--- src/rtl/uart_bus_sequencer.sv ---
// Serial debug port command sequencer: turns 34-bit command words into single
// register-bus reads/writes with an ack timeout and returns a 34-bit response.
module uart_bus_sequencer #(
  parameter int unsigned TIMEOUT     = 255,
  parameter bit          AUTOINC_RST = 1'b1
) (
  input  logic        i_clk,
  input  logic        rst,
  input  logic        i_cmd_stb,
  input  logic [33:0] i_cmd_word,
  output logic        o_cmd_busy,
  output logic        o_bus_cyc,
  output logic        o_bus_we,
  output logic [31:0] o_bus_addr,
  output logic [31:0] o_bus_wdata,
  input  logic        i_bus_ack,
  input  logic        i_bus_err,
  input  logic [31:0] i_bus_rdata,
  output logic        o_rsp_stb,
  output logic [33:0] o_rsp_word,
  input  logic        i_rsp_busy,
  output logic [1:0]  o_dbg_state
);

  // Response handshake: o_rsp_stb is valid, i_rsp_busy is the inverse of ready;
  // a response transfers on any rising edge where o_rsp_stb=1 and i_rsp_busy=0,
  // and o_rsp_word stays constant until then.
  typedef enum logic [1:0] {
    ST_IDLE = 2'd0,
    ST_BUS  = 2'd1,
    ST_RSP  = 2'd2
  } state_t;

  localparam logic [1:0]  OP_R     = 2'b00;
  localparam logic [1:0]  OP_W     = 2'b01;
  localparam logic [1:0]  OP_A     = 2'b10;
  localparam logic [1:0]  OP_S     = 2'b11;
  localparam logic [15:0] TMO_LAST = 16'(TIMEOUT - 1);
  localparam logic [33:0] RSP_FAIL = {2'b11, 32'hFFFF_FFFF};

  state_t      state_q, state_d;
  logic [31:0] addr_q, addr_d;
  logic        autoinc_q, autoinc_d;
  logic        ovf_q, ovf_d;
  logic [15:0] tmo_q, tmo_d;
  logic        we_q, we_d;
  logic [31:0] wdata_q, wdata_d;
  logic [33:0] rsp_q, rsp_d;

  logic [1:0]  cmd_op;
  logic [31:0] cmd_pl;

  assign cmd_op = i_cmd_word[33:32];
  assign cmd_pl = i_cmd_word[31:0];

  always_comb begin
    state_d   = state_q;
    addr_d    = addr_q;
    autoinc_d = autoinc_q;
    ovf_d     = ovf_q;
    tmo_d     = tmo_q;
    we_d      = we_q;
    wdata_d   = wdata_q;
    rsp_d     = rsp_q;

    case (state_q)
      ST_IDLE: begin
        if (i_cmd_stb) begin
          case (cmd_op)
            OP_A: begin
              addr_d  = cmd_pl;
              rsp_d   = {OP_A, cmd_pl};
              state_d = ST_RSP;
            end
            OP_S: begin
              autoinc_d = cmd_pl[0];
              if (cmd_pl[1]) ovf_d = 1'b0;
              // Report the flag as it was before this command cleared it.
              rsp_d   = {OP_S, 30'b0, ovf_q, cmd_pl[0]};
              state_d = ST_RSP;
            end
            OP_W: begin
              we_d    = 1'b1;
              wdata_d = cmd_pl;
              tmo_d   = '0;
              state_d = ST_BUS;
            end
            default: begin
              we_d    = 1'b0;
              tmo_d   = '0;
              state_d = ST_BUS;
            end
          endcase
        end
      end
      ST_BUS: begin
        if (i_cmd_stb) ovf_d = 1'b1;
        // Error takes priority over a simultaneous ack; an ack in the final
        // timeout cycle is still honoured because it is checked first.
        if (i_bus_err) begin
          rsp_d   = RSP_FAIL;
          state_d = ST_RSP;
        end else if (i_bus_ack) begin
          rsp_d   = we_q ? {OP_W, addr_q} : {OP_R, i_bus_rdata};
          if (autoinc_q) addr_d = addr_q + 32'd1;
          state_d = ST_RSP;
        end else if (tmo_q == TMO_LAST) begin
          rsp_d   = RSP_FAIL;
          state_d = ST_RSP;
        end else begin
          tmo_d = tmo_q + 16'd1;
        end
      end
      ST_RSP: begin
        if (i_cmd_stb) ovf_d = 1'b1;
        if (!i_rsp_busy) state_d = ST_IDLE;
      end
      default: state_d = ST_IDLE;
    endcase
  end

  always_ff @(posedge i_clk or negedge rst) begin
    if (!rst) begin
      state_q   <= ST_IDLE;
      addr_q    <= '0;
      autoinc_q <= AUTOINC_RST;
      ovf_q     <= 1'b0;
      tmo_q     <= '0;
      we_q      <= 1'b0;
      wdata_q   <= '0;
      rsp_q     <= '0;
    end else begin
      state_q   <= state_d;
      addr_q    <= addr_d;
      autoinc_q <= autoinc_d;
      ovf_q     <= ovf_d;
      tmo_q     <= tmo_d;
      we_q      <= we_d;
      wdata_q   <= wdata_d;
      rsp_q     <= rsp_d;
    end
  end

  // Bus fields come straight from registers, so they cannot move mid-cycle.
  assign o_cmd_busy  = (state_q != ST_IDLE);
  assign o_bus_cyc   = (state_q == ST_BUS);
  assign o_bus_we    = we_q;
  assign o_bus_addr  = addr_q;
  assign o_bus_wdata = wdata_q;
  assign o_rsp_stb   = (state_q == ST_RSP);
  assign o_rsp_word  = rsp_q;
  assign o_dbg_state = state_q;

endmodule
--- config.mk ---
export PLATFORM = sky130hd
export DESIGN_NAME = uart_bus_sequencer
export DESIGN_NICKNAME = d
export VERILOG_FILES = /design/src/rtl/uart_bus_sequencer.sv
export SDC_FILE = /design/constraint.sdc
export NUM_CORES = 1
export LEC_CHECK = 0
export BUFFER_PORTS_ARGS = -buffer_cell sky130_fd_sc_hd__buf_2
export CAP_MARGIN = 20
export CORE_MARGIN = 2
export CORE_UTILIZATION = 48
export DETAILED_ROUTE_END_ITERATION = 8
export PLACE_DENSITY = 0.77
export REMOVE_ABC_BUFFERS = 1
export SLEW_MARGIN = 10
export SYNTH_ARGS = -nofsm -noshare
export SYNTH_HDL_FRONTEND = slang
export SYNTH_SLANG_ARGS = --single-unit
--- constraint.sdc ---
create_clock -name i_clk -period 1.95 [get_ports i_clk]
set_input_delay 0.0975 -clock i_clk [delete_from_list [all_inputs] [get_ports i_clk]]
set_output_delay 0.0975 -clock i_clk [all_outputs]
set_load 0.1 [all_outputs]
# After elaboration in Yosys (flattened, before gate mapping)
# Cells that the tools add are included.
# word_totals
regBits	119
elab_cells	77
# op_classes
n_eq_ne	20
n_bitwise	1
reduce_logical	14
n_mux	32
addsub	2
# ops
cell	n
$mux 32	5
$mux 34	4
$pmux 34 s2	2
$mux 16	5
$pmux 32 s2	1
$mux 33	1
$add 32x1->32 const B	1
$pmux 16 s2	1
$add 16x1->16 const B	1
$eq 16x8->1 const B	1
$ne 2x2->1 const B	7
$mux 2	6
$reduce_and 3->1	4
$reduce_and 6->1	2
$ne 2x1->1 const B	5
$eq 2x2->1 const B	3
$pmux 2 s3	1
$reduce_bool 2->1	3
$reduce_and 5->1	1
$eq 2x1->1 const B	2
$mux 1	4
$ne 4x1->1 const B	1
$pmux 1 s2	2
$reduce_and 4->1	1
other kinds (4)	5

# Longest topological paths before layout
# logic_depth
word_depth	5
mapped_depth	9

# Least setup slack after synthesis
# OpenSTA, ideal clock, no wires.
# synth_path
kind	reg2reg
from	register state_q[0], in the netlist o_dbg_state[0]
to	register addr_q[17], in the netlist o_bus_addr[17]
n_path_buf	2
t_arrival_ps	3334
synth_period_minus_slack_ps	3471
slack_ps	-1521
path_stages_with_launch	9
setup_ps	137
path_cell_list	dfrtp_1 ha_1 clkbuf_1 nand2b_1 a22oi_1 clkbuf_1 nand2_1 mux2i_1 a21oi_1
# synth_via
elab_chain_len	3
# synth_lines
element	line	source
start, declared	41	state_t state_q, state_d;
start signal, assigned	133	state_q <= state_d;
$eq 2x1->1 *	n/a	
named net o_bus_cyc	12	output logic o_bus_cyc,
$ne 2x1->1 (no line), or another cell as far along	n/a	
$reduce_and 6->1 (no line)	n/a	
end signal, assigned	134	addr_q <= addr_d;
end, declared	42	logic [31:0] addr_q, addr_d;
# Mark *: on every way through the listed nets, which the timed path passes. The rest lies on a longest branch.
# A chain may end at the register's enable or synchronous reset.

# Worst setup path in the final report
# layout_path
from	register addr_q[17], in the netlist o_bus_addr[17]
to	register addr_q[26], in the netlist o_bus_addr[26]
# layout_via
elab_chain_len	5
# layout_lines
element	line	source
$add 32x1->32	105	if (autoinc_q) addr_d = addr_q + 32'd1;
$mux 32	105	
$mux 32	103	end else if (i_bus_ack) begin
$mux 32	100	if (i_bus_err) begin
$pmux 32 s2	66	case (state_q)
# No other way between the ends. The select of a mux whose other input is x is not followed.

==> flow_metrics.tcl <==
set metrics [dict create \
    dp_hpwl_mm 14.53 \
    fin_crit_sh 1.051 \
    die_w_um 121.5 \
    yosysUniqueCellTypes 56 \
    syn2layout_area_growth_pct 45.12 \
    grt_pass1_vias 6472 \
    rsz0062_at_grt "yes" \
    cp-startpoint "o_bus_addr[17]" \
    via_count 6999 \
    wl_met1_mm 8.984 \
    clk_latency_ns 0.42 \
    start_util 0.4967 \
    port_buffers 175 \
    die_h_um 121.5 \
    drt-pass1-iter-count 6 \
    coreArea_sq_um 13350 \
    synth_common_cells "dfrtp_1, a21oi_1, o21ai_0" \
    layout-drive-gt1-share 0.3735 \
    synth_most_common_cell "dfrtp_1" \
    hold_path_end "ovf_q" \
    synth.area.top_cells "dfrtp_1, a21oi_1, mux2_2, mux2i_1, o21ai_0" \
    drc_errors 0 \
    ios 176 \
    worstSetupStartpointType "flip-flop" \
    post-place-ws_ns 0.002920 \
    finish.utilization 0.7208 \
    gp_congestion 0.9069 \
    grt_overflow 0 \
    cts_buffer_depth 2 \
    synth_top_area_share 0.4454 \
    synth_top_cell_by_area "dfrtp_1" \
    ant_nets 0 \
    slew_headroom 0.6624 \
    r2r_setup_slack_ns -0.1 \
    nets 1069 \
    maxCapViolations 0 \
    tightest_slew_ns 0.5099 \
    setup_violations 2 \
    r2r-start "o_bus_addr[17]" \
    synth_edf_count 0 \
    hold_depth 3 \
    whs_ns 0.09383 \
    avgSynthCellArea_sq_um 9.158 \
    arrival_ns 2.39 \
    routed.top_layer "met4" \
    grt.total_usage 0.2916 \
    async_flop_share 1.000 \
    htree_num_levels 4 \
    grt_max_degree 48 \
    grt_pass1_wl_mm 33.44 \
    antenna_found_initial 0 \
    path_clk_slew_ns 0.05 \
    cts.sinks 119 \
    rr_endpoint "o_bus_addr[26]" \
    fin_crit_ns 2.049 \
    worstPathMaxFanout 2 \
    worstHoldStart "i_cmd_stb" \
    cp-end-kind "flip-flop" \
    hp-class "input pin to flip-flop" \
    rows 42 \
    route.met2.wl_mm 10.85 \
    ys_warn_count 0 \
    violations "setup timing" \
    critical_path_class "flip-flop to flip-flop" \
    routed_via_density 5.931 \
    drtIter0Drc 541 \
    cp.required_ns 2.29 \
    place_area_sq_um 8274 \
    setup_slack_ns -0.09897 \
    wl_per_cell_um 18.69 \
    run_status "finished with violations" \
    antenna_cells 0 \
    design_area_sq_um 9622 \
    max_freq_ghz 0.4880 \
    synthCells 724 \
    met3WireLength_mm 1.567 \
    numCtsBuffers 17 \
    fillers 900 \
    synth-main-ff-cell "dfrtp_1" \
    hold_viol 0 \
    yosysSeqAreaShare 0.4493 \
    final_max_slew_viol_count 0 \
    routed_wl_mm 22.06 \
    cts_root_buf "clkbuf_16" \
    cts_tree "done" \
    ys_ff_latch 119 \
    syn-cell-area_sq_um 6630 \
    die-area_sq_um 14770 \
    rr_worst_depth 5 \
    skew_ns 0.008983 \
]
==> metrics by stage <==
stage | instances | setup TNS (ns)
after detailed placement | 1102 | 0
after CTS | 1174 | -0.005640
after global routing | 1180 | -0.8893
final | 1180 | -0.1399
after global placement | 1102 | 0
after floorplan | 671 | -270.02
==> cell type report <==
| type | instances | area (sq um) | area share |
|---|---|---|---|
| Clock buffer | 24 | 501.7 | 0.05215 |
| Clock inverter | 8 | 117.6 | 0.01222 |
| Inverter | 14 | 52.55 | 0.005462 |
| Multi-Input combinational cell | 538 | 3583 | 0.3724 |
| Sequential cell | 119 | 2980 | 0.3098 |
| Tap cell | 176 | 220.2 | 0.02289 |
| Timing Repair Buffer | 301 | 2166 | 0.2251 |
==> layout by cell type (no fill, tap or decap), types with 3 or more instances in the layout <==
| master | n |
|---|---|
| buf_2 | 173 |
| dfrtp_1 | 117 |
| a21oi_1 | 94 |
| buf_4 | 70 |
| nand2_1 | 65 |
| o21ai_0 | 60 |
| mux2i_1 | 42 |
| mux2_2 | 38 |
| nand3_1 | 35 |
| dlygate4sd3_1 | 34 |
| nor2_1 | 22 |
| o22ai_1 | 20 |
| clkbuf_16 | 18 |
| and3_1 | 14 |
| nand4_1 | 13 |
| buf_12 | 13 |
| inv_1 | 12 |
| a31oi_1 | 12 |
| nor3_1 | 11 |
| and4_1 | 7 |
| a21o_1 | 7 |
| buf_6 | 7 |
| a211oi_1 | 6 |
| nand3_2 | 5 |
| o21ai_1 | 5 |
| nor4_1 | 5 |
| nor2b_1 | 5 |
| clkbuf_8 | 5 |
| or4_4 | 4 |
| and2_1 | 4 |
| ha_1 | 4 |
| clkinv_2 | 4 |
| a41oi_1 | 3 |
| o22ai_2 | 3 |
| bufinv_16 | 3 |
==> how the worst max path moves through the flow <==
stage | endpoint | slack, ns
final | o_bus_addr[26] | -0.1
after floorplan | o_bus_addr[10] | -3.27
after CTS | o_bus_addr[26] | -0.006
after global placement | o_bus_addr[26] | 0.02
after global routing | o_bus_addr[26] | -0.13
after detailed placement | o_bus_addr[28] | 0.003
==> sequential cells by signal, summed over array words and instances (netlist names) <==
| name | count |
|---|---|
| o_rsp_word | 34 |
| tmo_q | 16 |
| o_bus_addr | 32 |
| autoinc_q | 1 |
| o_dbg_state | 2 |
| o_bus_wdata | 32 |
| ovf_q | 1 |
| o_bus_we | 1 |
==> worst max-delay path: stages, from the launching register on <==
cell,delay (ns)
dfrtp_1,0.36
nand4_1,0.22
or4_4,0.50
or4_4,0.50
mux2_4,0.31
nor2_1,0.10
==> logic make-up (layout without fill, tap and decap cells) <==
group                    after synthesis  in the layout  synth area share
multiplexers                          81             81            0.1296
adder cells (fa/ha/maj)                6              6           0.01132
AO/OA/AOI/OAI                        237            237            0.2040
flip-flops                           119            119            0.4493
buffers and inverters                 67            347           0.03793
XOR/XNOR                               2              2          0.002642
AND/OR/NAND/NOR                      212            212            0.1651
==> metal layers <==
layer  vias to the layer above  track usage
li1                       3233            -
met1                      3364       0.3732
met2                       340       0.4881
met3                        62      0.05216
met4                         0       0.1236
met5                         -            0
==> repair_timing <==
action	4_1_cts	5_1_grt
hold buffers	34	0
cloned	3	1
gates resized for setup	5	47
buffers inserted	3	5
hold endpoints to repair	69	0
pin swaps	2	9
setup endpoints to repair	5	68
Power is not shown: default switching activity piles up to over one toggle a cycle in this logic, so the estimate is an artifact.
